===== config.mk =====
export PLATFORM = sky130hd
export DESIGN_NAME = ecc_io_ctrl
export DESIGN_NICKNAME = d
export VERILOG_FILES = /design/src/rtl/ecc_io_ctrl_pkg.sv /design/src/rtl/ecc_byte_ser.sv /design/src/rtl/ecc_io_ctrl.sv
export SDC_FILE = /design/constraint.sdc
export NUM_CORES = 2
export LEC_CHECK = 0
export ABC_AREA = 1
export CAP_MARGIN = 20
export CELL_PAD_IN_SITES_DETAIL_PLACEMENT = 1
export CELL_PAD_IN_SITES_GLOBAL_PLACEMENT = 1
export CORE_AREA = 2 2 362 364
export CTS_CLUSTER_SIZE = 30
export DETAILED_ROUTE_END_ITERATION = 12
export DIE_AREA = 0 0 364 366
export GPL_ROUTABILITY_DRIVEN = 0
export GPL_TIMING_DRIVEN = 0
export PLACE_DENSITY_LB_ADDON = 0.15
export SLEW_MARGIN = 20
export SYNTH_ARGS = -nofsm -noshare
export SYNTH_HDL_FRONTEND = slang
export SYNTH_SLANG_ARGS = --single-unit

===== constraint.sdc =====
create_clock -name clk -period 109.8 [get_ports clk]
set_input_delay 32.94 -clock clk [delete_from_list [all_inputs] [get_ports clk]]
set_output_delay 32.94 -clock clk [all_outputs]
set_load 0.05 [all_outputs]

===== src/rtl/ecc_io_ctrl_pkg.sv =====
// Shared definitions for the ECC scalar-multiply byte-stream front end:
// widths, mode encoding, controller states and mode-to-length helpers.
package ecc_io_ctrl_pkg;

   localparam int ECC_MAX_BITS = 128;
   localparam int ECC_BYTE_W   = 8;

   typedef enum logic [1:0] {
      BITS16  = 2'd0,
      BITS32  = 2'd1,
      BITS64  = 2'd2,
      BITS128 = 2'd3
   } ecc_mode_e;

   typedef enum logic [2:0] {
      ST_IDLE  = 3'd0,
      ST_LOAD  = 3'd1,
      ST_START = 3'd2,
      ST_WAIT  = 3'd3,
      ST_OUT   = 3'd4
   } ecc_io_state_e;

   function automatic logic [4:0] mode_nbytes(input logic [1:0] mode);
      case (mode)
         BITS16:  return 5'd2;
         BITS32:  return 5'd4;
         BITS64:  return 5'd8;
         BITS128: return 5'd16;
         default: return 5'd2;
      endcase
   endfunction

   // Byte-counter reload value (nbytes-1) for a given mode.
   function automatic logic [3:0] mode_last(input logic [1:0] mode);
      case (mode)
         BITS16:  return 4'd1;
         BITS32:  return 4'd3;
         BITS64:  return 4'd7;
         BITS128: return 4'd15;
         default: return 4'd1;
      endcase
   endfunction

endpackage


===== src/rtl/ecc_byte_ser.sv =====
// Result holder for the core's x/y pair; streams nbytes of x then nbytes of y,
// MSB first, over a valid/ready byte interface.
module ecc_byte_ser
   import ecc_io_ctrl_pkg::*;
#(
   parameter int MAX_BITS = ECC_MAX_BITS,
   parameter int BYTE_W   = ECC_BYTE_W
) (
   input  logic                clk,
   input  logic                rst,
   input  logic                i_load,
   input  logic [MAX_BITS-1:0] i_res_x,
   input  logic [MAX_BITS-1:0] i_res_y,
   input  logic [4:0]          i_nbytes,
   output logic [BYTE_W-1:0]   o_data,
   output logic                o_valid,
   input  logic                i_ready,
   output logic                o_last
);

   logic [2*MAX_BITS-1:0] r_res;
   logic [4:0]            r_idx;
   logic [BYTE_W-1:0]     r_data;
   logic                  r_valid;
   logic                  w_xfer;
   logic [4:0]            w_last_idx;

   // x sits in the upper half of res; idx counts bytes in stream order.
   function automatic logic [BYTE_W-1:0] sel_byte(input logic [2*MAX_BITS-1:0] res,
                                                  input logic [4:0] nb,
                                                  input logic [4:0] idx);
      logic [2*MAX_BITS-1:0] sh;
      int                    pos;
      if (idx < nb) begin
         pos = int'(nb) - int'(idx) - 1;
         sh  = res >> (MAX_BITS + BYTE_W * pos);
      end else begin
         pos = 2 * int'(nb) - int'(idx) - 1;
         sh  = res >> (BYTE_W * pos);
      end
      return sh[BYTE_W-1:0];
   endfunction

   assign w_xfer     = r_valid & i_ready;
   assign w_last_idx = (i_nbytes << 1) - 5'd1;
   assign o_last     = w_xfer & (r_idx == w_last_idx);
   assign o_data     = r_data;
   assign o_valid    = r_valid;

   always_ff @(posedge clk or posedge rst) begin
      if (rst) begin
         r_res   <= '0;
         r_idx   <= 5'd0;
         r_data  <= '0;
         r_valid <= 1'b0;
      end else if (i_load) begin
         r_res   <= {i_res_x, i_res_y};
         r_idx   <= 5'd0;
         r_data  <= sel_byte({i_res_x, i_res_y}, i_nbytes, 5'd0);
         r_valid <= 1'b1;
      end else if (w_xfer) begin
         if (r_idx == w_last_idx) begin
            r_idx   <= 5'd0;
            r_data  <= '0;
            r_valid <= 1'b0;
         end else begin
            r_idx   <= r_idx + 5'd1;
            r_data  <= sel_byte(r_res, i_nbytes, r_idx + 5'd1);
         end
      end
   end

endmodule


===== src/rtl/ecc_io_ctrl.sv =====
// Byte-serial front end for the ECC scalar-multiply core: deserialises mode and
// operands, kicks the core, and streams the x/y result back out.
module ecc_io_ctrl
   import ecc_io_ctrl_pkg::*;
#(
   parameter int MAX_BITS = ECC_MAX_BITS,
   parameter int BYTE_W   = ECC_BYTE_W
) (
   input  logic                clk,
   input  logic                rst,
   input  logic [BYTE_W-1:0]   i_in_data,
   input  logic                i_in_valid,
   output logic                o_in_ready,
   output logic [BYTE_W-1:0]   o_out_data,
   output logic                o_out_valid,
   input  logic                i_out_ready,
   output logic                o_busy,
   output logic                o_core_start,
   output logic [1:0]          o_mode,
   output logic [MAX_BITS-1:0] o_a,
   output logic [MAX_BITS-1:0] o_p,
   output logic [MAX_BITS-1:0] o_x,
   output logic [MAX_BITS-1:0] o_y,
   output logic [MAX_BITS-1:0] o_n,
   input  logic                i_core_finish,
   input  logic [MAX_BITS-1:0] i_core_x,
   input  logic [MAX_BITS-1:0] i_core_y
);

   ecc_io_state_e       r_state, w_next;
   logic [1:0]          r_mode;
   logic [3:0]          r_cnt;
   logic [2:0]          r_opi;
   logic [MAX_BITS-1:0] r_a, r_p, r_x, r_y, r_n;
   logic                r_in_ready, r_busy, r_core_start;
   logic                w_in_xfer, w_load_done, w_res_load, w_out_last;
   logic [4:0]          w_nbytes;

   function automatic logic [MAX_BITS-1:0] shift_in(input logic [MAX_BITS-1:0] v,
                                                    input logic [BYTE_W-1:0]   b);
      return {v[MAX_BITS-BYTE_W-1:0], b};
   endfunction

   assign w_in_xfer   = r_in_ready & i_in_valid;
   assign w_nbytes    = mode_nbytes(r_mode);
   assign w_load_done = w_in_xfer & (r_state == ST_LOAD) & (r_cnt == 4'd0) & (r_opi == 3'd4);
   assign w_res_load  = (r_state == ST_WAIT) & i_core_finish;

   always_comb begin
      w_next = r_state;
      case (r_state)
         ST_IDLE:  if (w_in_xfer) w_next = ST_LOAD;   else w_next = ST_IDLE;
         ST_LOAD:  if (w_load_done) w_next = ST_START; else w_next = ST_LOAD;
         ST_START: w_next = ST_WAIT;
         ST_WAIT:  if (i_core_finish) w_next = ST_OUT; else w_next = ST_WAIT;
         ST_OUT:   if (w_out_last) w_next = ST_IDLE;   else w_next = ST_OUT;
         default:  w_next = ST_IDLE;
      endcase
   end

   // Handshake/status outputs are registered from the next state so they track it exactly.
   always_ff @(posedge clk or posedge rst) begin
      if (rst) begin
         r_state      <= ST_IDLE;
         r_in_ready   <= 1'b0;
         r_busy       <= 1'b0;
         r_core_start <= 1'b0;
      end else begin
         r_state      <= w_next;
         r_in_ready   <= (w_next == ST_IDLE) || (w_next == ST_LOAD);
         r_busy       <= (w_next != ST_IDLE);
         r_core_start <= (w_next == ST_START);
      end
   end

   always_ff @(posedge clk or posedge rst) begin
      if (rst) begin
         r_mode <= 2'd0;
         r_cnt  <= 4'd0;
         r_opi  <= 3'd0;
         r_a    <= '0;
         r_p    <= '0;
         r_x    <= '0;
         r_y    <= '0;
         r_n    <= '0;
      end else if (w_in_xfer && (r_state == ST_IDLE)) begin
         r_mode <= i_in_data[1:0];
         r_cnt  <= mode_last(i_in_data[1:0]);
         r_opi  <= 3'd0;
         r_a    <= '0;
         r_p    <= '0;
         r_x    <= '0;
         r_y    <= '0;
         r_n    <= '0;
      end else if (w_in_xfer && (r_state == ST_LOAD)) begin
         case (r_opi)
            3'd0:    r_a <= shift_in(r_a, i_in_data);
            3'd1:    r_p <= shift_in(r_p, i_in_data);
            3'd2:    r_x <= shift_in(r_x, i_in_data);
            3'd3:    r_y <= shift_in(r_y, i_in_data);
            default: r_n <= shift_in(r_n, i_in_data);
         endcase
         if (r_cnt == 4'd0) begin
            r_cnt <= mode_last(r_mode);
            r_opi <= r_opi + 3'd1;
         end else begin
            r_cnt <= r_cnt - 4'd1;
         end
      end
   end

   ecc_byte_ser #(
      .MAX_BITS (MAX_BITS),
      .BYTE_W   (BYTE_W)
   ) u_ser (
      .clk      (clk),
      .rst      (rst),
      .i_load   (w_res_load),
      .i_res_x  (i_core_x),
      .i_res_y  (i_core_y),
      .i_nbytes (w_nbytes),
      .o_data   (o_out_data),
      .o_valid  (o_out_valid),
      .i_ready  (i_out_ready),
      .o_last   (w_out_last)
   );

   assign o_in_ready   = r_in_ready;
   assign o_busy       = r_busy;
   assign o_core_start = r_core_start;
   assign o_mode       = r_mode;
   assign o_a          = r_a;
   assign o_p          = r_p;
   assign o_x          = r_x;
   assign o_y          = r_y;
   assign o_n          = r_n;

endmodule


After elaboration in Yosys (flattened, before gate mapping)
Index checks and enable logic that the tools add are counted.

Output and inout bits: 654. Logic and storage cells: 125. Bits in registers: 925. Memory bits (read-only): 0. Memories kept: 0. RAM bits: 0. Bits of input ports: 269. Latch bits: 0.

Divide/modulo/power cells: 0. Multiplexer cells: 40. Bitwise operators: 7. $add $sub $neg: 12. Equal/unequal tests: 18. Reductions and logical operators: 26. Order comparisons: 2. Shift operators: 4. $mul: 0.

Operator list (number): two-way mux 128 bit (15); >> shifter 256 x 32 -> 8 bit (4); adder 9 x 32 -> 32 bit (first input constant) (2); subtractor 29 x 2 -> 29 bit (second input constant) (2); two-way mux 8 bit (5); case mux 4 bit (4 select lines) (2); case mux 5 bit (4 select lines) (1); nonzero test 2 bit (8); == test 3 x 2 -> 1 bit (second input constant) (5); two-way mux 3 bit (5); two-way mux 5 bit (3); case mux 3 bit (5 select lines) (1); AND reduction 2 bit (7); two-way mux 4 bit (3); == test 3 x 1 -> 1 bit (second input constant) (3); zero test 3 bit (3); == test 2 bit (second input constant) (4); bitwise AND 1 bit (7); subtractor 6 x 1 -> 7 bit (second input constant) (1); subtractor 6 x 5 -> 7 bit (1); == test 3 bit (second input constant) (2); subtractor 5 x 1 -> 6 bit (second input constant) (1); subtractor 5 x 5 -> 6 bit (1); adder 5 x 1 -> 5 bit (second input constant) (1); 16 further kinds (22).

Longest topological paths before layout
Depth in word-level cells: 10. Depth in mapped cells: 33.

Cells and area by module
From an unflattened synthesis, not the netlist that was laid out.

Cell total of the unflattened synthesis: 5518. Area, all modules: 43406.6 um^2.

By module, submodules not included: ecc_io_ctrl (instances 1, cells each 3044, area each 26790.7 um^2); ecc_byte_ser (instances 1, cells each 2474, area each 16615.9 um^2).

Least setup slack after synthesis
Ideal clock, no wire load.

Path type: in2reg. From: in i_in_valid. To: reg r_x[0], in the netlist o_x[0]. Arrival: 34.681 ns. Stages: 8. Data required time: 109.675 ns. Buffers on the path: 1. Slack: 74.995 ns. Path through: nand2_1 -> nor2_1 -> inv_1 -> nor2_1 -> inv_2 -> nand2_1 -> buf_2 -> mux2_2.

Word-level cells in the longest chain between the ends: 4. Elaborated cells between the ends (all ways): 7. Classes of those cells: mux (1); bitwise (1); reduce/logical (5).

Ends and longest elaborated chain: start, declared (line ecc_io_ctrl.sv:12) `input logic i_in_valid,`; bitwise AND 1 bit * (line ecc_io_ctrl.sv:44) `assign w_in_xfer = r_in_ready & i_in_valid;`; logical AND 1 bit, on equally long branches (line ecc_io_ctrl.sv:86, ecc_io_ctrl.sv:95); nonzero test 2 bit (no source line); AND reduction 2 bit (no source line); end signal, assigned (line ecc_io_ctrl.sv:99) `3'd2: r_x <= shift_in(r_x, i_in_data);`; end, declared (line ecc_io_ctrl.sv:34) `logic [MAX_BITS-1:0] r_a, r_p, r_x, r_y, r_n;`.

Every way passes the cells marked *; elsewhere a longest branch is shown, timed or not. A chain may end at the register's enable or synchronous reset.

Worst setup path in the final report
From: in i_in_valid. To: reg r_x[96], in the netlist o_x[96].

The elaborated chain is that of the path after synthesis.

==> out/results.ini <==
[worst_setup_path]
crit_fanout=10
cp-end-kind=register
cp.arrival_ps=36520
crit_type=primary input to register
rrSetupSlack_ps=104090
crit_required_ps=110330
reg2reg_depth=26
startpoint_type=primary input

[global_routing]
grt_usage=0.291
grt_antenna_before_repair=8
grt_pass1_vias=41400
grt_max_degree=101
grt_overflow=0
grt_pass1_wl_um=286000

[power_and_ir_drop]
p_leak_nw=25.7
power_frac_clock=0.197
combPwrFrac=0.523
p_seq_frac=0.279
vdd_drop_max_mv=0.0245
switching_share=0.498
powerDensity_mw_per_mm2=33.6
internal-power_mw=0.945
p_switching_mw=0.939

[synthesis]
synth_ff_type=dfrtp_1
yosysMostFrequentCell=nand2_1
ys_top_cells_by_area=dfrtp_1, nand2_1, nand3_1
synth_seq_area_share=0.570
syn_area_mm2=0.0406
synth_common_cells=nand2_1, dfrtp_1, nand3_1, o21ai_0, clkbuf_1
syn_nets=5093
ys_ff_latch=925
async_reset_ff_frac=1.00
synth_cells=4798
synthDominantCellAreaShare=0.570
ys_warn_count=0
yosysUniqueCellTypes=47
syn_area_per_cell_um2=8.47
yosysTopAreaCell=dfrtp_1
synth-edff-count=0

[routing]
ant_nets=0
drtPass1Iterations=6
finalWirelength_um=197000
drc=0
post_drt_wl_per_cell_um=25.6
first_iter_violations=2703
vias=39200
routed_via_density=5.11

[floorplan]
row_count=132
ios=923
fp.dieW_um=364
chipHeight_um=366
die_area_mm2=0.133
core_area_mm2=0.129
start_util=0.315

[sta]
finClkSkew_ps=53.1
fin_crit_ps=35990
fmax_ghz=0.0278
hold_viol_final=0
drv_slew=0
final-setup-viol-count=0
rsz0062_at_grt=no
worst-slew-pin-transition_ps=1250
period_share=0.328
relSlewSlack=0.164
timing.setup.tns_ps=0

[cts]
cts-root-buf=clkbuf_16
cts_tree=done
cts_buffers=107
clk_pin_slew_ps=60
ctsResizeCount=0
postCtsSetupRepairBufs=0
cts.path.max_buffers=3
htreeDepth=3
clock_sinks=925
worstSkewPairLatency_ps=730
hold_buffers=0

[placement]
dp.final_hpwl_um=153000
portBuffers=922

[cells_and_area]
final_layout_size_suffix_gt1_frac=0.0496
final_core_util=0.434
fin_nets=6134
synthToLayoutAreaGrowth_pct=37.9

[outcome]
outcome=complete, no violations

[job]
max_cap_violations=0

[min_path]
hold_path.class=register to register
hold-path-cell-count=2

[kinds of logic after synthesis]
family / Yosys count / synth area share
and+or+nand+nor: 2590 / 0.263
DFF: 925 / 0.570
xor gates and xnor gates: 8 / 0.00173
buffers and inverters: 491 / 0.0474
AOI/OAI and AO/OA: 664 / 0.0862
muxes: 94 / 0.0243
adders and majority gates: 26 / 0.00801
[critical path: stages]
cell and delay [ps]:
clkdlybuf4s50_1 450, nand2_1 110, nor3_1 640, inv_2 380, clkbuf_2 480, clkbuf_1 490
buf_1 490, nand3_1 370, o21ai_0 140
[layer usage]
metal  part of all wire  vias to the layer above  wire [um]  track usage
met3              0.076                      317      14900       0.0826
met4              0.047                        0       9170        0.126
met5                  0                        -          0            0
met2               0.47                     1192      92200        0.474
li1                   -                    17800          -            -
met1               0.41                    19900      80500        0.359
[layout by cell type (no fill, tap or decap), drive strengths merged, types with 36 or more instances in the layout]
| cell | count |
|---|---|
| nand2 | 1757 |
| dfrtp | 925 |
| clkdlybuf4s50 | 922 |
| nand3 | 608 |
| o21ai | 583 |
| clkbuf | 443 |
| nor2 | 188 |
| inv | 157 |
| buf | 59 |
| mux2i | 58 |
| mux2 | 36 |
[final timing paths]
path / startpoint / to
setup / recovery: i_in_valid / o_x[96]
hold / removal: u_ser.r_res[225] / u_ser.r_res[225]
setup reg to reg: u_ser.r_idx[0] / u_ser.o_data[4]
hold reg to reg: u_ser.r_res[225] / u_ser.r_res[225]
max in group asynchronous: rst / o_y[93]
min in group asynchronous: rst / o_n[47]
[cell type report]
class	instances	area, um2
fillers	15100	73000
flip-flops and latches	925	23100
multi-input cells	3382	15600
repair buffers	932	9500
clock buffers	160	3150
well taps	1742	2180
plain buffers	332	1330
inverters	159	607
clock inverters	38	507
diodes	12	30.0
[stage by stage]
step                cells  cell area [um2]  total power, mW  hold slack [ps]  setup slack (ps)
CTS                  7670            56000             1.89              470             73840
finish               7682            56000             1.88              468             73810
global route         7675            56000             1.99              488             73580
floorplan            4798            40600             1.12              437             50850
detailed placement   7472            52300             1.51              453             73100
global placement     7462            52000             1.49              451             37600
[flip-flops by register name, indices dropped and copies added, names as in the netlist]
register and flops:
o_busy 1, o_p 128, o_a 128, o_mode 2
o_core_start 1, o_in_ready 1, r_cnt 4, u_ser.o_valid 1
o_y 128, u_ser.r_res 256, u_ser.o_data 8, r_opi 3
o_n 128, r_state 3, o_x 128, u_ser.r_idx 5
[power groups by stage]
stage | clock network (mW) | registers (mW) | logic, mW
3_3_place_gp | 0 | 0.529 | 0.963
6_report | 0.372 | 0.526 | 0.987
3_5_place_dp | 0 | 0.529 | 0.978
5_1_grt | 0.393 | 0.538 | 1.06
2_1_floorplan | 0 | 0.689 | 0.427
4_1_cts | 0.379 | 0.525 | 0.983
Power figures use the tool's default switching activity.
